## config.mk

```make
export PLATFORM = sky130hd
export DESIGN_NAME = mux2_8
export DESIGN_NICKNAME = d
export VERILOG_FILES = /design/src/rtl/mux2_8.sv
export SDC_FILE = /design/constraint.sdc
export NUM_CORES = 1
export LEC_CHECK = 0
export BUFFER_PORTS_ARGS = -buffer_cell sky130_fd_sc_hd__clkbuf_2
export CELL_PAD_IN_SITES_DETAIL_PLACEMENT = 1
export CELL_PAD_IN_SITES_GLOBAL_PLACEMENT = 1
export CORE_AREA = 2 2 45 47
export CTS_CLUSTER_SIZE = 28
export DETAILED_ROUTE_END_ITERATION = 6
export DIE_AREA = 0 0 47 49
export PLACE_DENSITY_LB_ADDON = 0.1
export SLEW_MARGIN = 15
export SYNTH_ARGS = -nofsm -noshare
export SYNTH_HDL_FRONTEND = slang
export SYNTH_SLANG_ARGS = --single-unit
```

## constraint.sdc

```tcl
create_clock -name clk -period 1.8 [get_ports clk]
set_input_delay 0.27 -clock clk [delete_from_list [all_inputs] [get_ports clk]]
set_output_delay 0.27 -clock clk [all_outputs]
set_load 0.005 [all_outputs]
```

## src/rtl/mux2_8.sv

```systemverilog
// rtl/mux2_8.sv - 2:1 word multiplexer with combinational output and registered copy
module mux2_8 #(
    parameter int WIDTH = 8
) (
    input  logic             clk,
    input  logic             rst_n,
    input  logic [WIDTH-1:0] d0,
    input  logic [WIDTH-1:0] d1,
    input  logic             s,
    input  logic             en,
    output logic [WIDTH-1:0] y,
    output logic [WIDTH-1:0] y_q,
    output logic             s_q,
    output logic             valid_q
);

    logic [WIDTH-1:0] y_d;
    logic             s_d;
    logic             valid_d;
    logic [WIDTH-1:0] y_reg_q;
    logic             s_reg_q;
    logic             valid_reg_q;

    assign y = s ? d1 : d0;

    always_comb begin
        y_d     = y_reg_q;
        s_d     = s_reg_q;
        valid_d = valid_reg_q;
        if (en) begin
            y_d     = y;
            s_d     = s;
            valid_d = 1'b1;
        end
    end

    always_ff @(posedge clk or negedge rst_n) begin
        if (!rst_n) begin
            y_reg_q     <= '0;
            s_reg_q     <= 1'b0;
            valid_reg_q <= 1'b0;
        end else begin
            y_reg_q     <= y_d;
            s_reg_q     <= s_d;
            valid_reg_q <= valid_d;
        end
    end

    assign y_q     = y_reg_q;
    assign s_q     = s_reg_q;
    assign valid_q = valid_reg_q;

endmodule

```

==> results summary, run 1 <==
The flow ran to the end, and the final reports show no timing, DRC or antenna violations. The number of iterations in the first detailed-routing pass came out at 2. Sequential elements use 47.7% of the synthesized area.

The dominant cell type by area after synthesis is sky130_fd_sc_hd__dfrtp_1. The sort of element at the end of the critical path is an output pin. The peak per-stage delay on the critical path is 340 ps. The cell count after placement is 92. The tree is rooted in a sky130_fd_sc_hd__clkbuf_4. The initial standard-cell utilization of the core came out at 28.5%. The remaining antenna violation count after routing is 0. The clock-pin slew of the registers on the worst-case setup and hold paths is 60 ps. Summed over all cells, the static leakage comes to 0.422 nW.

The maximum buffer depth of the clock tree is 2. The area inside the core boundary came out at 1840 um^2. The number of stages on the worst hold path came out at 3. The H-tree depth reported by CTS is 1. The footprint of the flip-flops and latches is 250 um^2. In this design, the critical path's most frequently occurring cell is sky130_fd_sc_hd__clkbuf_2. The final instance area came out at 759 um^2. The endpoint of the worst hold-timing path is y_q[7]. The worst-margin pin slew is 337 ps. The worst ir drop on vdd is 0.246 mV.

The number of DRC markers after the initial detailed-route iteration is 2. The global-route wire length before repair is 1.73 mm. The post-synthesis instance area came out at 524 um^2. The clock drives 10 sinks.

The fraction of the cycle the final worst path needs is 70.6%. The placement-stage cell area is 727 um^2. Setup repair after global routing left no endpoint under its margin.

The largest individual stage delay along the critical path comes from the cell sky130_fd_sc_hd__mux2_4. The reported max-cap violation count came out at 0. 38 I/O pins were placed. For this run, the post-layout net count is 91.

The overall fraction of global-route tracks in use came out at 11.1%. The maximum achievable frequency came out at 787 MHz. The mean cell area of the mapped netlist came out at 17.5 um^2. TritonCTS built the clock tree. The min-delay analysis places its worst path in the category primary input to register. The worst path setup slack after routing is 529 ps. The proportion of layout cells with a drive suffix above 1 is 84.1%.

The data arrival time of the worst path is 1000 ps. The count of buffers inserted at the top-level ports came out at 37. Yosys printed 0 warnings. The worst-case headroom to the max-slew limit is 77.5%. The post-CTS setup buffer count is 0. The top-area cell type share of the netlist area came out at 47.7%. Power spread over the standard cell area amounts to 726 nW/um^2.

The critical hold path startpoint is d0[7]. The number of hold violations in the final report is 0. The number of global-route vias before repair is 389. Sorting the synthesized cells by how often they occur yields sky130_fd_sc_hd__mux2_4 (16), sky130_fd_sc_hd__dfrtp_1 (10). The post-cts repair resize count came out at 0. The worst register-to-register path ends at y_q[3]. The total vias in the final route is 399. The number of filler instances in the final layout came out at 220.

Traced cell by cell, the critical path runs through clkbuf_2 > mux2_4 > clkbuf_2. The global placer's final weighted congestion is 0.654. The vias per cell came out at 4.16. After the flow finishes, the layout carries non-filler instances totaling 96. In the synthesized netlist, the number of instances is 30. Setup violations remaining at the end of the flow were counted as 0. Measured along the y axis, the die boundary spans 49 um. The power after layout came out at 0.551 mW. The number of hold buffers added after CTS was 1.

The initial antenna violation count is 0. The source-to-sink clock delay at the later pin of the worst-skew pair is 250 ps. The routed wire length is 1.07 mm. The launching element type of the critical path is a primary input. The fraction of synthesis flops using an asynchronous set or reset pin came out at 100%. The kind of cell with the highest combined delay along the critical path is buffers and inverters. After layout, the minimum clock period comes to 1270 ps. The average detailed-routed wire length per instance came out at 11.2 um.

0 antenna diodes ended up in the layout. The clock skew after layout came out at 0 ps. The count of cell types in the netlist is 6. Sorting the synthesized cells by area gives the leading types as sky130_fd_sc_hd__dfrtp_1 (48%), sky130_fd_sc_hd__mux2_4 (46%), sky130_fd_sc_hd__buf_6 (2.1%), sky130_fd_sc_hd__mux2_2 (2.1%), sky130_fd_sc_hd__or2_2 (1.2%). Timing analysis after detailed placement gives a worst setup slack of 515 ps. The number of nets in the synthesized netlist is 50.

Data on the critical path is required at its endpoint by 1530 ps. The worst register-to-register path begins at y_q[3]. The number of max-slew violations in the final report came out at 0. The largest fanout on the critical path is 9. The count of standard-cell rows is 16. The pin count of the biggest net entering global routing is 11. The horizontal die dimension came out at 47 um.

The number of buffers created by CTS is 3. In the synthesized netlist the dominant register cell turns out to be sky130_fd_sc_hd__dfrtp_1. The kind of critical path is primary input to output pin. The die covers 2300 um^2. From synthesis to final layout, the design area changed by 44.9%.

The global route total overflow came out at 0. In the final layout, the multi-input gates occupy 258 um^2. The worst reg-to-reg path cell count is 1. The register-to-register setup slack came out at 1030 ps. Among all cell types in the netlist, the one instantiated most often is sky130_fd_sc_hd__mux2_4. Summed over all failing endpoints, the final setup total negative slack is 0 ps. The synthesis-stage register bit count came out at 10.

In the routed design, unresolved DRC markers number 0. The buffers plus inverters on the worst setup path is 2. The synthesized design contains 0 enable-type register cells.
-- worst max-delay path by stage --
stage / cells after the start / end / slack, ps / from
after global placement: 3 / y[2] / 520 / s
after floorplan: 3 / y_q[0] / 720 / s
after detailed placement: 3 / y[2] / 510 / s
final: 3 / y[3] / 530 / s
after CTS: 3 / y[2] / 510 / s
after global routing: 3 / y[2] / 480 / s
-- where the power goes --
group / leakage (nW) / total (mW) / internal, mW / switching (mW)
Combinational: 0.294 / 0.145 / 0.0956 / 0.0496
Sequential: 0.114 / 0.263 / 0.250 / 0.0137
Clock: 0.0138 / 0.143 / 0.0767 / 0.0661
Total: 0.422 / 0.551 / 0.422 / 0.129
-- registers in the layout (all words and copies together), names as in the netlist --
| name | count |
|---|---|
| s_q | 1 |
| y_q | 8 |
| valid_q | 1 |
-- metrics by stage --
step | utilization [%] | hold slack, ps
2_1_floorplan | - | -25.6
3_3_place_gp | 39.5 | 157
3_5_place_dp | 39.5 | 148
4_1_cts | 41.2 | 369
5_1_grt | 41.2 | 376
6_report | 41.2 | 381
-- cell usage in the layout (no fill, tap or decap) --
cell type,instances
sky130_fd_sc_hd__clkbuf_2,37
sky130_fd_sc_hd__mux2_4,16
sky130_fd_sc_hd__dfrtp_1,10
sky130_fd_sc_hd__clkbuf_4,3
sky130_fd_sc_hd__mux2_2,1
sky130_fd_sc_hd__or2_2,1
sky130_fd_sc_hd__dlygate4sd3_1,1
-- cell type report --
type	instances	area share (%)
multi-input cells	18	33.9
flip-flops and latches	10	32.9
repair buffers	38	25.7
well taps	27	4.45
clock buffers	3	2.97
-- routing by layer --
layer / part of all wire (%) / up-vias / track usage [%]
met5: 0 / - / 0
met4: 3.2 / 0 / 8.33
met3: 9.0 / 4 / 3.33
met2: 49 / 21 / 16.0
met1: 39 / 189 / 13.2
li1: - / 185 / -
-- cells by family (layout without fill, tap and decap cells) --
family                 count (synthesis)  after routing  share of synthesized area [%]
muxes                                 17             17                           48.0
DFF                                   10             10                           47.7
buffers and inverters                  2             41                           3.10
and+or+nand+nor                        1              1                           1.19
No activity file was read; power rests on OpenSTA's default activity.
==> inputs of run 2 (changes only) <==
--- a/config.mk
+++ b/config.mk
@@ -5,13 +5,14 @@
 export SDC_FILE = /design/constraint.sdc
 export NUM_CORES = 1
 export LEC_CHECK = 0
+export ABC_AREA = 1
 export BUFFER_PORTS_ARGS = -buffer_cell sky130_fd_sc_hd__clkbuf_2
 export CELL_PAD_IN_SITES_DETAIL_PLACEMENT = 1
 export CELL_PAD_IN_SITES_GLOBAL_PLACEMENT = 1
-export CORE_AREA = 2 2 45 47
+export CORE_AREA = 2 2 54 56
 export CTS_CLUSTER_SIZE = 28
 export DETAILED_ROUTE_END_ITERATION = 6
-export DIE_AREA = 0 0 47 49
+export DIE_AREA = 0 0 56 58
 export PLACE_DENSITY_LB_ADDON = 0.1
 export SLEW_MARGIN = 15
 export SYNTH_ARGS = -nofsm -noshare
==> constraint.sdc (replaced) <==
create_clock -name clk -period 1.15 [get_ports clk]
set_input_delay 0.1725 -clock clk [delete_from_list [all_inputs] [get_ports clk]]
set_output_delay 0.1725 -clock clk [all_outputs]
set_load 0.005 [all_outputs]
==> run 2 against run 1 <==
  * Wire length up 46%
  * Final cell count up 57%
  * Sequential power up 54%
  * Combinational power up 41%
  * Critical path type unchanged
  * Critical endpoint is now y[7]
  * Utilization down 11 points
  * Power up 52%
  * Count of clock-buffer cells in the layout unchanged
  * Register-to-register slack worse by 570 ps
  * Non-clock buffer count unchanged
  * First-iteration DRC count up 50%
==> results summary, run 2 <==
The clock-pin slew of the registers on the worst-case setup and hold paths is 60 ps (about the same). The data required time at the worst endpoint came out at 980 ps (-550 ps). The register-to-register setup slack is 460 ps (-570 ps).

The flow ran to the end, and the final reports show no timing, DRC or antenna violations. The count of buffers inserted at the top-level ports came to 37 (unchanged). The final sum of negative setup slack was 0 ps (unchanged). The leakage power total is 0.508 nW (+20%). The H-tree depth reported by CTS came out at 1 (unchanged). The cell with the most instances after synthesis is sky130_fd_sc_hd__nand2_1. The worst reg-to-reg path cell count was 1 (unchanged).

The top cell types in the final layout, fill and taps aside, are sky130_fd_sc_hd__clkbuf_2 (37), sky130_fd_sc_hd__nand2_1 (33), sky130_fd_sc_hd__inv_1 (16). The kind of critical path is primary input to output pin. The source-to-sink clock delay at the later pin of the worst-skew pair came out at 260 ps (about the same).

The die outline area is 3250 um^2 (+41%). The post-synthesis instance total is 81 (+170%). The dominant cell type by area after synthesis is sky130_fd_sc_hd__dfrtp_1. Leaving out fill and tap cells, the most frequent cell in the layout is sky130_fd_sc_hd__clkbuf_2. The routed wire length was 1.57 mm (+46%). In the finished design, the share of the clock period the worst path needs comes to 87.8%. The worst-case headroom to the max-slew limit came out at 80.2% (+2.6 points).

The total vias in the final route came out at 629 (+58%). The pin count of the biggest net entering global routing was 11 (unchanged). The global route total overflow was 0 (unchanged). The post-cts repair resize count came out at 0 (unchanged). The I/O pin count is 38 (unchanged). The overall fraction of global-route tracks in use is 10.9% (-0.13 points). The post-detailed-placement half-perimeter wirelength came out at 1.23 mm. The power after layout is 0.838 mW (+52%). The layout-stage area growth over the synthesis result is 40.0%. The fraction of synthesis flops using an asynchronous set or reset pin was 100% (unchanged). The number of DRC markers after the initial detailed-route iteration came to 3 (+1). TritonCTS built the clock tree. The initial antenna violation count came to 0 (unchanged).

The post-detailed-route DRC marker count is 0 (unchanged). The number of iterations in the first detailed-routing pass came out at 3 (+1). The final-report setup violation count came out at 0 (unchanged). Following the worst setup path forward leads to its endpoint at y[7]. The synthesized netlist net count is 101 (+100%).

The reported max-cap violation count is 0 (unchanged). The number of global-route vias before repair is 644 (+66%). Setup repair after global routing left no endpoint under its margin. The number of hold violations in the final report came out at 0 (unchanged).

The remaining antenna violation count after routing is 0 (unchanged). In the post-synthesis netlist, the biggest area contributors are sky130_fd_sc_hd__dfrtp_1 (43%), sky130_fd_sc_hd__nand2_1 (21%), sky130_fd_sc_hd__inv_1 (10%), sky130_fd_sc_hd__and2_1 (8.7%), sky130_fd_sc_hd__nand3_1 (6.9%). The count of standard-cell rows is 19 (+3). The average detailed-routed wire length per instance came out at 10.4 um (-6.9%).

The number of nets at the end of the flow came out at 142 (+56%). STA classifies the critical path endpoint as an output pin. The largest fanout on the critical path came to 9 (unchanged). CTS placed an instance of sky130_fd_sc_hd__clkbuf_4 at the clock tree root. The vias per cell came out at 4.17 (+0.22%). Tracing the worst setup path back leads to its startpoint at s. The end of the worst register-to-register path is valid_q. Among all flip-flop cells after synthesis, the most frequent one is sky130_fd_sc_hd__dfrtp_1. The maximum buffer depth of the clock tree is 2 (unchanged). The final critical path time including I/O delays and setup came out at 1010 ps.

The initial standard-cell utilization of the core is 21.7% (-6.8 points). The CTS sink count came out at 10 (unchanged). The power per unit of standard cell area came out at 1040 nW/um^2 (+43%). The post-CTS setup buffer count came to 0 (unchanged). The worst ir drop on vdd is 0.500 mV (+100%). The worst-margin pin slew is 298 ps (-39.7 ps). The area inside the core boundary came to 2660 um^2 (+45%). The data arrival time of the worst path is 840 ps (-160 ps). The mean cell area of the mapped netlist is 7.14 um^2 (-59%).

The global placer's final weighted congestion is 0.717 (+9.7%). STA classifies the critical path startpoint as a primary input. The launch instance of the worst register-to-register path is valid_q. The global-route wire length before repair is 2.74 mm (+58%). The horizontal die dimension came out at 56 um (+19%). The number of max-slew violations in the final report is 0 (unchanged). The top-area cell type share of the netlist area came out at 43.3% (-4.4 points). Timing would allow up to 991 MHz. The post-synthesis instance area is 578 um^2 (+10%).

The proportion of layout cells with a drive suffix above 1 came out at 35.0% (-49 points). The sequential element share of the synthesized area is 43.3% (-4.4 points). The count of synthesis-stage warnings from yosys came out at 0 (unchanged). The count of cell types in the netlist came out at 11 (+5).

The synthesis-stage register bit count came out at 10 (unchanged). The clock skew after layout is 0 ps (unchanged). The worst hold path belongs to the class primary input to register. The flip-flop count of the largest register, all copies and words added is 8 (unchanged). The die extent in y came out at 58 um (+18%). The number of enable flip-flop cells after synthesis is 0 (unchanged). Counting instances in the post-synthesis netlist gives the leading cell types as sky130_fd_sc_hd__nand2_1 (33), sky130_fd_sc_hd__inv_1 (16), sky130_fd_sc_hd__dfrtp_1 (10).

The number of buffers created by CTS was 3 (unchanged). The number of antenna repair diodes is 0 (unchanged).
-- run 2: layer usage --
metal | wire, um | up-vias | track usage (%)
met1 | 683 | 292 | 12.3
met4 | 17 | 0 | 3.06
li1 | - | 317 | -
met2 | 775 | 18 | 19.5
met3 | 96 | 2 | 4.02
met5 | 0 | - | 0
-- run 2: what timing repair did --
action | in CTS | in global routing
setup endpoints to repair | 0 | 0
hold buffers | 1 | 0
endpoints found under the hold margin | 10 | 0
-- run 2: final cells by class --
type | instances | area [um^2]
Multi-Input combinational cell | 51 | 225
Clock buffer | 3 | 22.5
Inverter | 18 | 77.6
Tap cell | 31 | 38.8
Sequential cell | 10 | 250
Fill cell | 360 | 1850
Timing Repair Buffer | 38 | 195
-- run 2: cell families after synthesis --
| kind of cell | count (synthesis) | share of synthesized area, % |
|---|---|---|
| buf+inv | 20 | 17.7 |
| flops | 10 | 43.3 |
| simple gates | 50 | 38.1 |
| compound gates | 1 | 0.865 |
-- run 2: critical path: stages --
cell	delay, ps
sky130_fd_sc_hd__clkbuf_2	210
sky130_fd_sc_hd__inv_8	130
sky130_fd_sc_hd__nand2_1	70
sky130_fd_sc_hd__and2_1	140
sky130_fd_sc_hd__clkbuf_2	110
-- run 2: stage by stage --
step | instance area (um^2) | instances | utilization [%] | hold slack, ps | worst slack, ps
after floorplan | 578 | 81 | - | -123 | 438
after global placement | 777 | 147 | 29.2 | 56.7 | 140
after detailed placement | 777 | 147 | 29.2 | 55.1 | 121
after CTS | 810 | 151 | 30.4 | 219 | 115
after global routing | 810 | 151 | 30.4 | 253 | 63.5
final | 810 | 151 | 30.4 | 221 | 141
-- run 2: how the worst min path moves through the flow --
stage	from	to	slack, ps	cells after the start
after floorplan	rst_n	s_q	-120	0
after global placement	rst_n	valid_q	60	1
after detailed placement	rst_n	valid_q	60	1
after CTS	d0[4]	y_q[4]	220	5
after global routing	d0[7]	y_q[7]	250	5
final	d0[6]	y_q[6]	220	5
-- run 2: where the power goes --
part	total [mW]	switching (mW)	internal, mW
clock	0.231	0.110	0.120
sequential	0.404	0.0187	0.385
combinational	0.204	0.105	0.0987
total	0.838	0.234	0.604
